--- config.mk ---
export PLATFORM = sky130hd
export DESIGN_NAME = bus_loader
export DESIGN_NICKNAME = d
export VERILOG_FILES = /design/src/rtl/bus_loader.sv
export SDC_FILE = /design/constraint.sdc
export NUM_CORES = 1
export LEC_CHECK = 0
export ABC_AREA = 0
export CAP_MARGIN = 20
export CORE_MARGIN = 4
export CORE_UTILIZATION = 49
export DETAILED_ROUTE_END_ITERATION = 12
export PLACE_DENSITY_LB_ADDON = 0.2
export SYNTH_ARGS = -nofsm -noshare
export SYNTH_HDL_FRONTEND = slang
export SYNTH_SLANG_ARGS = --single-unit
export TNS_END_PERCENT = 100
--- constraint.sdc ---
create_clock -name clk -period 2.1 [get_ports clk]
set_clock_uncertainty 0.15 [all_clocks]
set_input_delay 0.315 -clock clk [delete_from_list [all_inputs] [get_ports clk]]
set_output_delay 0.315 -clock clk [all_outputs]
set_load 0.1 [all_outputs]
--- src/rtl/bus_loader.sv ---
// bus_loader: UART byte-stream command parser that issues one picorv32-style
// native memory request per W/R command and streams back a response.
//   'W' a0 a1 a2 a3 d0 d1 d2 d3 -> write, reply 'K'
//   'R' a0 a1 a2 a3             -> read, reply rdata[7:0] .. rdata[31:24]
//   other command byte          -> reply '?'
//   bus wait of TIMEOUT cycles  -> reply 'T'
module bus_loader #(
  parameter int TIMEOUT = 255
) (
  input  logic        clk,
  input  logic        resetn,
  input  logic [7:0]  rx_data,
  input  logic        rx_valid,
  output logic [7:0]  tx_data,
  output logic        tx_valid,
  input  logic        tx_ready,
  output logic        mem_valid,
  output logic [31:0] mem_addr,
  output logic [31:0] mem_wdata,
  output logic [3:0]  mem_wstrb,
  input  logic        mem_ready,
  input  logic [31:0] mem_rdata,
  output logic        busy
);

  // Wait counter only has to hold 0..TIMEOUT-1.
  localparam int WW = (TIMEOUT < 2) ? 1 : $clog2(TIMEOUT);
  localparam logic [WW-1:0] WLAST = WW'(TIMEOUT - 1);

  localparam logic [7:0] CH_W = 8'h57;
  localparam logic [7:0] CH_R = 8'h52;
  localparam logic [7:0] CH_K = 8'h4B;
  localparam logic [7:0] CH_T = 8'h54;
  localparam logic [7:0] CH_Q = 8'h3F;

  typedef enum logic [2:0] {
    S_IDLE,
    S_ADDR,
    S_DATA,
    S_BUS,
    S_RESP
  } state_t;

  state_t        state_q, state_d;
  logic [1:0]    cnt_q, cnt_d;       // byte index within ADDR/DATA field
  logic [1:0]    rcnt_q, rcnt_d;     // response byte index
  logic [1:0]    rlast_q, rlast_d;   // index of final response byte
  logic          wr_q, wr_d;         // 1 = write command
  logic [31:0]   addr_q, addr_d;
  logic [31:0]   wdata_q, wdata_d;
  logic [31:0]   resp_q, resp_d;     // response bytes, little-endian
  logic [WW-1:0] wcnt_q, wcnt_d;     // cycles waited for mem_ready

  // Outputs decode straight from registered state, so the async reset
  // drops mem_valid/tx_valid/busy without waiting for a clock edge.
  assign mem_valid = (state_q == S_BUS);
  assign mem_addr  = {addr_q[31:2], 2'b00};
  assign mem_wdata = wdata_q;
  assign mem_wstrb = (mem_valid && wr_q) ? 4'hF : 4'h0;
  assign tx_valid  = (state_q == S_RESP);
  assign tx_data   = resp_q[{rcnt_q, 3'b000} +: 8];
  assign busy      = (state_q != S_IDLE);

  // State register with asynchronous active-low reset.
  always_ff @(posedge clk or negedge resetn) begin
    if (!resetn) begin
      state_q <= S_IDLE;
      cnt_q   <= '0;
      rcnt_q  <= '0;
      rlast_q <= '0;
      wr_q    <= 1'b0;
      addr_q  <= '0;
      wdata_q <= '0;
      resp_q  <= '0;
      wcnt_q  <= '0;
    end else begin
      state_q <= state_d;
      cnt_q   <= cnt_d;
      rcnt_q  <= rcnt_d;
      rlast_q <= rlast_d;
      wr_q    <= wr_d;
      addr_q  <= addr_d;
      wdata_q <= wdata_d;
      resp_q  <= resp_d;
      wcnt_q  <= wcnt_d;
    end
  end

  // Next-state: parse command bytes, run the bus request, stream response.
  always_comb begin
    state_d = state_q;
    cnt_d   = cnt_q;
    rcnt_d  = rcnt_q;
    rlast_d = rlast_q;
    wr_d    = wr_q;
    addr_d  = addr_q;
    wdata_d = wdata_q;
    resp_d  = resp_q;
    wcnt_d  = wcnt_q;

    case (state_q)
      S_IDLE: begin
        if (rx_valid) begin
          cnt_d = '0;
          if (rx_data == CH_W) begin
            state_d = S_ADDR;
            wr_d    = 1'b1;
          end else if (rx_data == CH_R) begin
            state_d = S_ADDR;
            wr_d    = 1'b0;
          end else begin
            state_d = S_RESP;
            resp_d  = {24'h0, CH_Q};
            rlast_d = 2'd0;
            rcnt_d  = 2'd0;
          end
        end
      end

      S_ADDR: begin
        if (rx_valid) begin
          // Shift right so the first byte ends up in bits [7:0].
          addr_d = {rx_data, addr_q[31:8]};
          cnt_d  = cnt_q + 2'd1;
          if (cnt_q == 2'd3) begin
            state_d = wr_q ? S_DATA : S_BUS;
            wcnt_d  = '0;
          end
        end
      end

      S_DATA: begin
        if (rx_valid) begin
          wdata_d = {rx_data, wdata_q[31:8]};
          cnt_d   = cnt_q + 2'd1;
          if (cnt_q == 2'd3) begin
            state_d = S_BUS;
            wcnt_d  = '0;
          end
        end
      end

      S_BUS: begin
        // Completion is checked before expiry so a ready on the last
        // permitted cycle still counts as a normal transfer.
        if (mem_ready) begin
          state_d = S_RESP;
          rcnt_d  = 2'd0;
          if (wr_q) begin
            resp_d  = {24'h0, CH_K};
            rlast_d = 2'd0;
          end else begin
            resp_d  = mem_rdata;
            rlast_d = 2'd3;
          end
        end else if (wcnt_q == WLAST) begin
          state_d = S_RESP;
          rcnt_d  = 2'd0;
          resp_d  = {24'h0, CH_T};
          rlast_d = 2'd0;
        end else begin
          wcnt_d = wcnt_q + 1'b1;
        end
      end

      S_RESP: begin
        if (tx_ready) begin
          if (rcnt_q == rlast_q) begin
            state_d = S_IDLE;
            rcnt_d  = 2'd0;
          end else begin
            rcnt_d = rcnt_q + 2'd1;
          end
        end
      end

      default: state_d = S_IDLE;
    endcase
  end

endmodule

## After elaboration in Yosys (flattened, before gate mapping)

Index checks and enable logic that the tools add are counted.

| storage, ports and cells | value |
|---|---|
| bits in registers | 114 |
| bits of input ports | 45 |
| output and inout port bits | 79 |
| word-level logic and storage cells | 95 |

| cells by class | value |
|---|---|
| $add $sub $neg | 3 |
| eq/ne operators | 23 |
| shift operators | 1 |
| muxes and demuxes | 42 |
| reduce and logical (&&, ||, !) cells | 17 |

Operators by type and width:

| kind | count |
|---|---|
| two-way mux 32 bit | 6 |
| one-hot mux 32 bit (2 select lines) | 1 |
| two-way mux 3 bit | 11 |
| two-way mux 8 bit | 4 |
| variable part select 32 x 6 -> 8 bit | 1 |
| two-way mux 2 bit | 11 |
| != test 2 bit, second input constant | 9 |
| == test 8 x 7 -> 1 bit, second input constant | 2 |
| one-hot mux 8 bit (2 select lines) | 1 |
| one-hot mux 3 bit (5 select lines) | 1 |
| AND reduction 5 bit | 2 |
| adder 8 x 1 -> 8 bit, second input constant | 1 |
| == test 8 bit, second input constant | 1 |
| != test 2 x 1 -> 1 bit, second input constant | 4 |
| one-hot mux 2 bit (2 select lines) | 2 |
| AND reduction 8 bit | 1 |
| nonzero test 2 bit | 4 |
| == test 3 x 2 -> 1 bit, second input constant | 2 |
| one-hot mux 2 bit (3 select lines) | 1 |
| AND reduction 3 bit | 2 |
| AND reduction 6 bit | 1 |
| nonzero test 3 bit | 2 |
| adder 2 x 1 -> 2 bit, second input constant | 2 |
| two-way mux 4 bit | 1 |
| 10 further kinds | 13 |

## Longest topological paths before layout

Gate-level depths: netlist of the first run.

| depth | value |
|---|---|
| word-level depth | 5 |
| gate-level depth with buffers | 8 |
| gate-level depth less buffers | 7 |

## Worst setup path after synthesis of the first run

No wires, ideal clock.

| timing path | value |
|---|---|
| kind | register -> output |
| start | register state_q[1] |
| end | output mem_wstrb[1] |
| arrival time | 2608 ps |
| data required time | 1635 ps |
| setup slack | -973 ps |
| stages on the path, launching flop included | 7 |
| buffers on the path | 2 |
| cell sequence | dfrtp_1 -> and2_2 -> nand2b_1 -> inv_1 -> buf_2 -> and2_1 -> buf_4 |

| between the ends | value |
|---|---|
| word-level cells in the longest chain between the ends | 3 |

Ends and longest elaborated chain:

| element | RTL line | source |
|---|---|---|
| from (decl) | 44 | `state_t state_q, state_d;` |
| from (signal assigned) | 77 | `state_q <= state_d;` |
| == test 3 x 2 -> 1 bit | 56 | `assign mem_valid = (state_q == S_BUS);` |
| net mem_valid | 17 | `output logic mem_valid,` |
| logical AND 1 bit | 59 | `assign mem_wstrb = (mem_valid && wr_q) ? 4'hF : 4'h0;` |
| two-way mux 4 bit | 59 |  |
| to (decl) | 20 | `output logic [3:0] mem_wstrb,` |

The timed path passes the listed nets, and every way through them passes these cells.

## Worst setup path after layout of the first run

| timing path | value |
|---|---|
| start | register rcnt_q[0] |
| end | output tx_data[2] |

| between the ends | value |
|---|---|
| word-level cells in the longest chain between the ends | 1 |

Ends and longest elaborated chain:

| element | RTL line | source |
|---|---|---|
| from (decl) | 46 | `logic [1:0] rcnt_q, rcnt_d;` |
| from (signal assigned) | 79 | `rcnt_q <= rcnt_d;` |
| variable part select 32 x 6 -> 8 bit | 61 | `assign tx_data = resp_q[{rcnt_q, 3'b000} +: 8];` |
| to (decl) | 14 | `output logic [7:0] tx_data,` |

Every way passes these cells.

==> results.md, run 1 <==
* Post-synthesis area per instance at ~13 sq um
* Longest individual stage delay on the worst path at 0.56 ns
* Total half-perimeter wirelength after legalization and detailed placement at a little over 8 mm
* Root buffer selected by CTS: sky130_fd_sc_hd__clkbuf_8
* Setup WS pre-CTS at -0.134 ns
* Post-synthesis cell area at about 4900 sq um
* Data required time at the worst endpoint at ~1.6 ns
* Maximum clock frequency at roughly 470 MHz
* Placeable core region at 9730 sq um
* Initial drt markers at ~120
* Number of iterations in the first detailed-routing pass at 4
* Die outline height at roughly 110 microns
* Post-route cell area at approximately 6600 sq um
* Final cell utilization of the core at 68.3%
* Clock buffer depth at 2
* Max Cap Violations at 0
* Arrival @ worst endpoint at roughly 1.7 ns
* Shortest clock period the worst path allows after layout at 2.12 ns
* Total area of multi-input combinational cells at 1940 sq um
* # port buffers at approximately 120
* Post-synthesis share of cell area spent on and, or, nand and nor gates at roughly 7.7%
* Final Max Slew Viols at 0
* Cell Count Post-Placement at approximately 620
* Worst setup slack after layout at -0.0161 ns
* CTS buffer count at 9
* Antenna Violating Nets Remaining at 0
* Fraction of final layout cells with drive strength greater than 1 at 43.2%
* Post-Synth Adder-Cell Area at less than 1%
* Total routing usage reported by global routing at between 15 and 20%
* Die width at about 110 microns
* Io pins at around 120
* Top cells by area in the synthesized netlist: sky130_fd_sc_hd__dfrtp_1 57%, sky130_fd_sc_hd__mux2_2 13%, sky130_fd_sc_hd__mux4_2 3.7%
* Share of synthesized area occupied by flip-flops and latches at 56.9%
* Cells traversed along the worst timing path: buf_4 -> mux4_2 -> buf_12
* EDFF count, synth at 0
* Count of inserted antenna diode cells at 0
* Class of the most critical hold timing path: in2async
* Violated checks: setup timing
* Total clock sinks at between 100 and 150
* Yosys synthesis warning count at 0
* Leading area contributor after synthesis: sky130_fd_sc_hd__dfrtp_1
* Clock-pin slew reported for the worst setup and hold paths after clock tree synthesis at between 0.1 and 0.15 ns
* Starting density of the core at between 50 and 60%
* Share of the synthesized area in compound gates (AO/OA/AOI/OAI) at between 10% and 20%
* FP Rows at 36
* Count of non-filler cells in the finished layout at around 650
* Maximum level of the CTS H-tree at 3
* Clock tree from TritonCTS: done
* DRC viols at 0
* Layout overhead on the synthesized area at 36.2%
* Clk Latency, worst-skew pair at ~0.36 ns
* GP Congestion at 0.855
* Pin count of the biggest net entering global routing at 37
* Total Routed Length at 11.1 mm
* Sequential cell area at 2780 sq um
* FFs w/ async S/R, synth at 100%
* Kind of launch point of the worst setup path: flop
* Number of failing hold endpoints at the final stage at 0
* Instance count of the mapped netlist at roughly 360
* DR vias at between 3000 and 4000
* Nets at about 560
* Combinational family with the most area after synthesis: multiplexers
* CP max FO at 5
* Capturing element type of the critical path: primary output
* Synth top area share at 56.9%
* Share of the synthesized netlist area taken by xor and xnor gates at 0.692%
* Routed length per instance at about 17 microns
* Commonest register cell after synthesis: sky130_fd_sc_hd__dfrtp_1
* Vias per inst at between 5 and 6
* Mux share of post-synthesis cell area at between 10% and 20%
* Setup violations, final at 5
* Crit share post-route at 101%
* Distinct cells, synth at between 50 and 60
* Post-place instance area at approximately 6400 sq um
* Slowest stage cell on the critical path: sky130_fd_sc_hd__mux4_2
* Worst Path Class, Setup: reg2out
* RSZ-0062 raised after global routing: true
* Run status: complete, but fails checks
* Register bit total from synthesis at approximately 110
* Filler instances at between 700 and 800
* Overall die area at approximately 12000 sq um
* Remaining global-route overflow at 0
* Global-route wire length before repair at around 18 mm
* Vias in the first global route at 3560
* Initial antenna violation count at 0
[per-stage QoR]
step	setup TNS, ns	hold slack (ns)
after floorplan	-0.226	-0.131
after global placement	-1.83	0.144
after detailed placement	-2.80	0.148
after CTS	-0.240	0.288
after global routing	-0.487	0.311
final	-0.0610	0.280
[kinds of logic after synthesis]
family                   after synthesis
flip-flops                           111
AND/OR/NAND/NOR                       75
multiplexers                          71
AO/OA/AOI/OAI                         70
buffers and inverters                 29
adder cells (fa/ha/maj)                3
XOR/XNOR                               3
other                                  1
[flip-flops by register name (all words and copies together) (netlist names)]
name	cells
wr_q	1
addr_q	30
rlast_q	1
wcnt_q	8
mem_wdata	32
rcnt_q	2
resp_q	32
state_q	3
cnt_q	2
[synth_stat cells, types with 3 or more instances]
cell type and instances:
sky130_fd_sc_hd__dfrtp_1 111, sky130_fd_sc_hd__mux2_2 57, sky130_fd_sc_hd__nor2_1 24, sky130_fd_sc_hd__a22o_1 18, sky130_fd_sc_hd__nand2_1 18, sky130_fd_sc_hd__o21ai_0 10, sky130_fd_sc_hd__a22o_2 8, sky130_fd_sc_hd__buf_2 8
sky130_fd_sc_hd__buf_4 8, sky130_fd_sc_hd__mux4_2 8, sky130_fd_sc_hd__a21oi_1 7, sky130_fd_sc_hd__nand2b_1 7, sky130_fd_sc_hd__mux2_1 6, sky130_fd_sc_hd__a31oi_1 5, sky130_fd_sc_hd__buf_6 5, sky130_fd_sc_hd__inv_1 5
sky130_fd_sc_hd__nand3_1 5, sky130_fd_sc_hd__nor3_1 4, sky130_fd_sc_hd__o21a_1 4, sky130_fd_sc_hd__and3_1 3, sky130_fd_sc_hd__ha_1 3, sky130_fd_sc_hd__o22ai_1 3
[metal layers]
layer / GRT usage, % / wire [microns] / up-vias
met4: 4.87 / 125 / 0
met2: 32.8 / 5530 / 110
met3: 6.12 / 845 / 7
met5: 0 / 0 / -
li1: - / - / 1603
met1: 23.9 / 4550 / 1714
[path summary, 6_finish.rpt]
check,from,to,slack [ns],cells past startpoint
min in group clk,resp_q[6],resp_q[6],0.35,2
max in group asynchronous,resetn,mem_wdata[2],0.84,3
hold / removal,resetn,resp_q[8],0.28,2
hold reg to reg,resp_q[6],resp_q[6],0.35,2
setup reg to reg,wcnt_q[0],state_q[0],0.15,6
setup / recovery,rcnt_q[0],tx_data[2],-0.02,3
[area by class of cell]
cell class,instances,share of cell area [%]
Clock inverter,5,0.753
Tap cell,133,2.50
Sequential cell,111,41.8
Clock buffer,11,2.28
Multi-Input combinational cell,224,29.2
Inverter,5,0.282
Timing Repair Buffer,156,23.1
[critical path: cells and delay by family, from the launching register on]
kind	cells	cell delay [ns]
flip-flops	1	0.37
buffers and inverters	2	0.36
multiplexers	1	0.56
[placed cells by master, fill, tap and decap left out, types with 2 or more instances in the layout]
master / netlist / final
sky130_fd_sc_hd__ha_1: 3 / 3
sky130_fd_sc_hd__inv_1: 5 / 5
sky130_fd_sc_hd__and2_4: 0 / 3
sky130_fd_sc_hd__buf_12: 0 / 20
sky130_fd_sc_hd__and4bb_2: 2 / 2
sky130_fd_sc_hd__nand4_1: 2 / 2
sky130_fd_sc_hd__nand3_1: 5 / 4
sky130_fd_sc_hd__o21a_1: 4 / 4
sky130_fd_sc_hd__mux2_1: 6 / 6
sky130_fd_sc_hd__dfrtp_2: 0 / 2
sky130_fd_sc_hd__and3_1: 3 / 3
sky130_fd_sc_hd__a31oi_1: 5 / 5
sky130_fd_sc_hd__inv_6: 0 / 2
sky130_fd_sc_hd__mux4_2: 8 / 8
sky130_fd_sc_hd__mux2_2: 57 / 57
sky130_fd_sc_hd__xnor2_1: 2 / 2
sky130_fd_sc_hd__buf_4: 8 / 91
sky130_fd_sc_hd__a21oi_1: 7 / 7
sky130_fd_sc_hd__clkdlybuf4s50_1: 0 / 43
sky130_fd_sc_hd__o21ai_0: 10 / 10
sky130_fd_sc_hd__dfrtp_1: 111 / 109
sky130_fd_sc_hd__nor3_1: 4 / 4
sky130_fd_sc_hd__nand2b_1: 7 / 6
sky130_fd_sc_hd__a22o_1: 18 / 18
sky130_fd_sc_hd__o221ai_1: 2 / 2
sky130_fd_sc_hd__conb_1: 1 / 2
sky130_fd_sc_hd__a22o_2: 8 / 8
sky130_fd_sc_hd__nor2_1: 24 / 22
sky130_fd_sc_hd__o22ai_1: 3 / 3
sky130_fd_sc_hd__nor2_2: 1 / 3
sky130_fd_sc_hd__clkbuf_8: 0 / 11
sky130_fd_sc_hd__nand2_1: 18 / 18
[what timing repair did]
| action | CTS | global route |
|---|---|---|
| buffers inserted | 0 | 4 |
| hold buffers | 1 | 0 |
| setup endpoints to repair | 14 | 22 |
| hold endpoints to repair | 32 | 0 |
| resized for setup | 3 | 4 |
| pin swaps | 0 | 1 |
Power of run 1 is left out: the tool's default activity adds up to more than one toggle a clock period on the data nets, which glitch-free logic cannot reach.
==> run 2, diff against run 1 <==
--- a/config.mk
+++ b/config.mk
@@ -6,10 +6,11 @@
 export NUM_CORES = 1
 export LEC_CHECK = 0
 export ABC_AREA = 0
-export CAP_MARGIN = 20
+export CAP_MARGIN = 10
 export CORE_MARGIN = 4
 export CORE_UTILIZATION = 49
 export DETAILED_ROUTE_END_ITERATION = 12
+export GPL_ROUTABILITY_DRIVEN = 0
 export PLACE_DENSITY_LB_ADDON = 0.2
 export SYNTH_ARGS = -nofsm -noshare
 export SYNTH_HDL_FRONTEND = slang
==> results of run 2 <==
Final layout, timing and power as in run 1 (identical DEF).
Power of run 2 is left out for the same reason.
==> run 3, diff against run 2 <==
--- a/config.mk
+++ b/config.mk
@@ -8,7 +8,8 @@
 export ABC_AREA = 0
 export CAP_MARGIN = 10
 export CORE_MARGIN = 4
-export CORE_UTILIZATION = 49
+export CORE_UTILIZATION = 51
+export CTS_BUF_LIST = sky130_fd_sc_hd__clkbuf_8
 export DETAILED_ROUTE_END_ITERATION = 12
 export GPL_ROUTABILITY_DRIVEN = 0
 export PLACE_DENSITY_LB_ADDON = 0.2
==> run 3 against run 2 <==
Against the previous run: the flow still finishes with violations (setup timing); clock-buffer cell count fell by 2; routed wire length fell by 3.5%; maximum frequency increased by 0.55%; non-clock buffer count decreased by 3; register-to-register slack is essentially flat; worst setup slack better by 0.012 ns; die area shrank 3.6%; sequential cell count is the same; via count fell by 0.61%; critical path type unchanged; largest cell class unchanged.
==> results.md, run 3 (synthesized netlist as in run 1, its figures left out) <==
* Io pins at about 120
* Starting density of the core at a little over half
* Data required time at the worst endpoint at ~1.6 ns
* Clock-pin slew reported for the worst setup and hold paths after clock tree synthesis at approximately 0.09 ns
* Clk Latency, worst-skew pair at approximately 0.36 ns
* Run status: complete, but fails checks
* Die outline height at ~110 microns
* Total Routed Length at 10.7 mm
* Maximum level of the CTS H-tree at 3
* Slowest stage cell on the critical path: sky130_fd_sc_hd__mux4_2
* Fraction of final layout cells with drive strength greater than 1 at a little over two fifths
* Kind of launch point of the worst setup path: flop
* Nets at 552
* Total clock sinks at approximately 110
* Crit share post-route at 100%
* Shortest clock period the worst path allows after layout at around 2.1 ns
* Layout overhead on the synthesized area at 35.3%
* Capturing element type of the critical path: primary output
* Number of failing hold endpoints at the final stage at 0
* Global-route wire length before repair at 18.0 mm
* Placeable core region at around 9300 sq um
* Max Cap Violations at 0
* CP max FO at 5
* Post-route cell area at 6600 sq um
* Clock buffer depth at 2
* Maximum clock frequency at roughly 480 MHz
* Root buffer selected by CTS: sky130_fd_sc_hd__clkbuf_8
* Antenna Violating Nets Remaining at 0
* FP Rows at 35
* RSZ-0062 raised after global routing: true
* Routed length per instance at about 17 microns
* Vias in the first global route at roughly 3600
* Worst Path Class, Setup: reg2out
* Initial antenna violation count at 0
* Remaining global-route overflow at 0
* Leading cell type in the layout, fill and taps excluded: sky130_fd_sc_hd__dfrtp_1
* Least-Margin Pin Slew at about 0.6 ns
* Die width at roughly 110 microns
* # port buffers at ~120
* Setup violations, final at 1
* Overall die area at 11200 sq um
* Number of iterations in the first detailed-routing pass at 4
* Count of inserted antenna diode cells at 0
* Worst setup slack after layout at -0.00455 ns
* Pin count of the biggest net entering global routing at roughly 110
* Total routing usage reported by global routing at 20.0%
* Clock tree from TritonCTS: done
* Max_slew headroom at 60.0%
* Initial drt markers at around 110
* Cells traversed along the worst timing path: buf_6 -> mux4_2 -> buf_12
* DRC viols at 0
* Count of non-filler cells in the finished layout at ~640
* Dominant delay contributor by cell family on the critical path: multiplexers
* CTS buffer count at 9
* Violated checks: setup timing
* Arrival @ worst endpoint at 1.64 ns
* Commonest cells after routing, fill and taps aside: 109 x sky130_fd_sc_hd__dfrtp_1, 86 x sky130_fd_sc_hd__buf_4, 57 x sky130_fd_sc_hd__mux2_2
* Final Max Slew Viols at 0
* DR vias at approximately 3400
* Class of the most critical hold timing path: reg2reg
* Longest individual stage delay on the worst path at between 0.5 and 0.6 ns
* Cell Count Post-Placement at about 620
* Critical path buffers and inverters at 2
* Post-place instance area at about 6300 sq um
* Total half-perimeter wirelength after legalization and detailed placement at around 7.7 mm
* Vias per inst at 5.36
run 3: cell count changes in the layout (fill, tap and decap cells not counted), sizes merged:
cell / before / now
inv: 8 / 11
buf: 112 / 109
clkbuf: 11 / 9
clkinv: 2 / 0
run 3: worst min-delay path: cells and delay by family (launching register included):
kind / cells / cell delay [ns]
flip-flops: 1 / 0.36
AND/OR/NAND/NOR: 2 / 0.10
run 3: path summary, 6_finish.rpt:
| kind | startpoint | end | slack, ns | cells after the start |
|---|---|---|---|---|
| worst max-delay path | rcnt_q[0] | tx_data[1] | -0.005 | 3 |
| max in group asynchronous | resetn | resp_q[23] | 0.93 | 3 |
| worst max register to register | wcnt_q[0] | state_q[0] | 0.16 | 6 |
| min in group asynchronous | resetn | resp_q[24] | 0.38 | 3 |
| worst min register to register | resp_q[6] | resp_q[6] | 0.34 | 2 |
| worst min-delay path | resp_q[6] | resp_q[6] | 0.34 | 2 |
run 3: layout make-up:
| type | instances | area, sq um |
|---|---|---|
| repair buffers | 153 | 1520 |
| inverters | 5 | 18.8 |
| fillers | 650 | 2690 |
| clock inverters | 6 | 52.6 |
| multi-input cells | 224 | 1940 |
| well taps | 129 | 161 |
| clock buffers | 9 | 124 |
| flip-flops and latches | 111 | 2780 |
run 3: timing repair:
item,CTS,global route
gates resized for setup,7,2
setup endpoints to repair,14,16
endpoints found under the hold margin,111,0
buffers inserted,1,4
gates cloned,0,0
hold buffers,1,0
run 3: metrics by stage:
stage               setup WS, ns  utilization (%)  hold WS (ns)  setup TNS, ns
CTS                      -0.0336             70.7         0.336         -0.143
global route             -0.0604             71.1         0.374         -0.360
finish                  -0.00455             71.1         0.338       -0.00455
global placement         -0.0986             68.4         0.291          -2.43
floorplan                 -0.113                -        -0.131         -0.226
detailed placement        -0.133             68.4         0.283          -3.60
run 3: metal layers:
layer	global-route usage (%)	part of all wire, %	vias up
met4	4.07	0.81	0
met1	25.1	42	1709
met3	6.86	6.8	7
li1	-	-	1597
met2	33.8	50	100
met5	0	0	-
Power of run 3 is left out for the same reason.
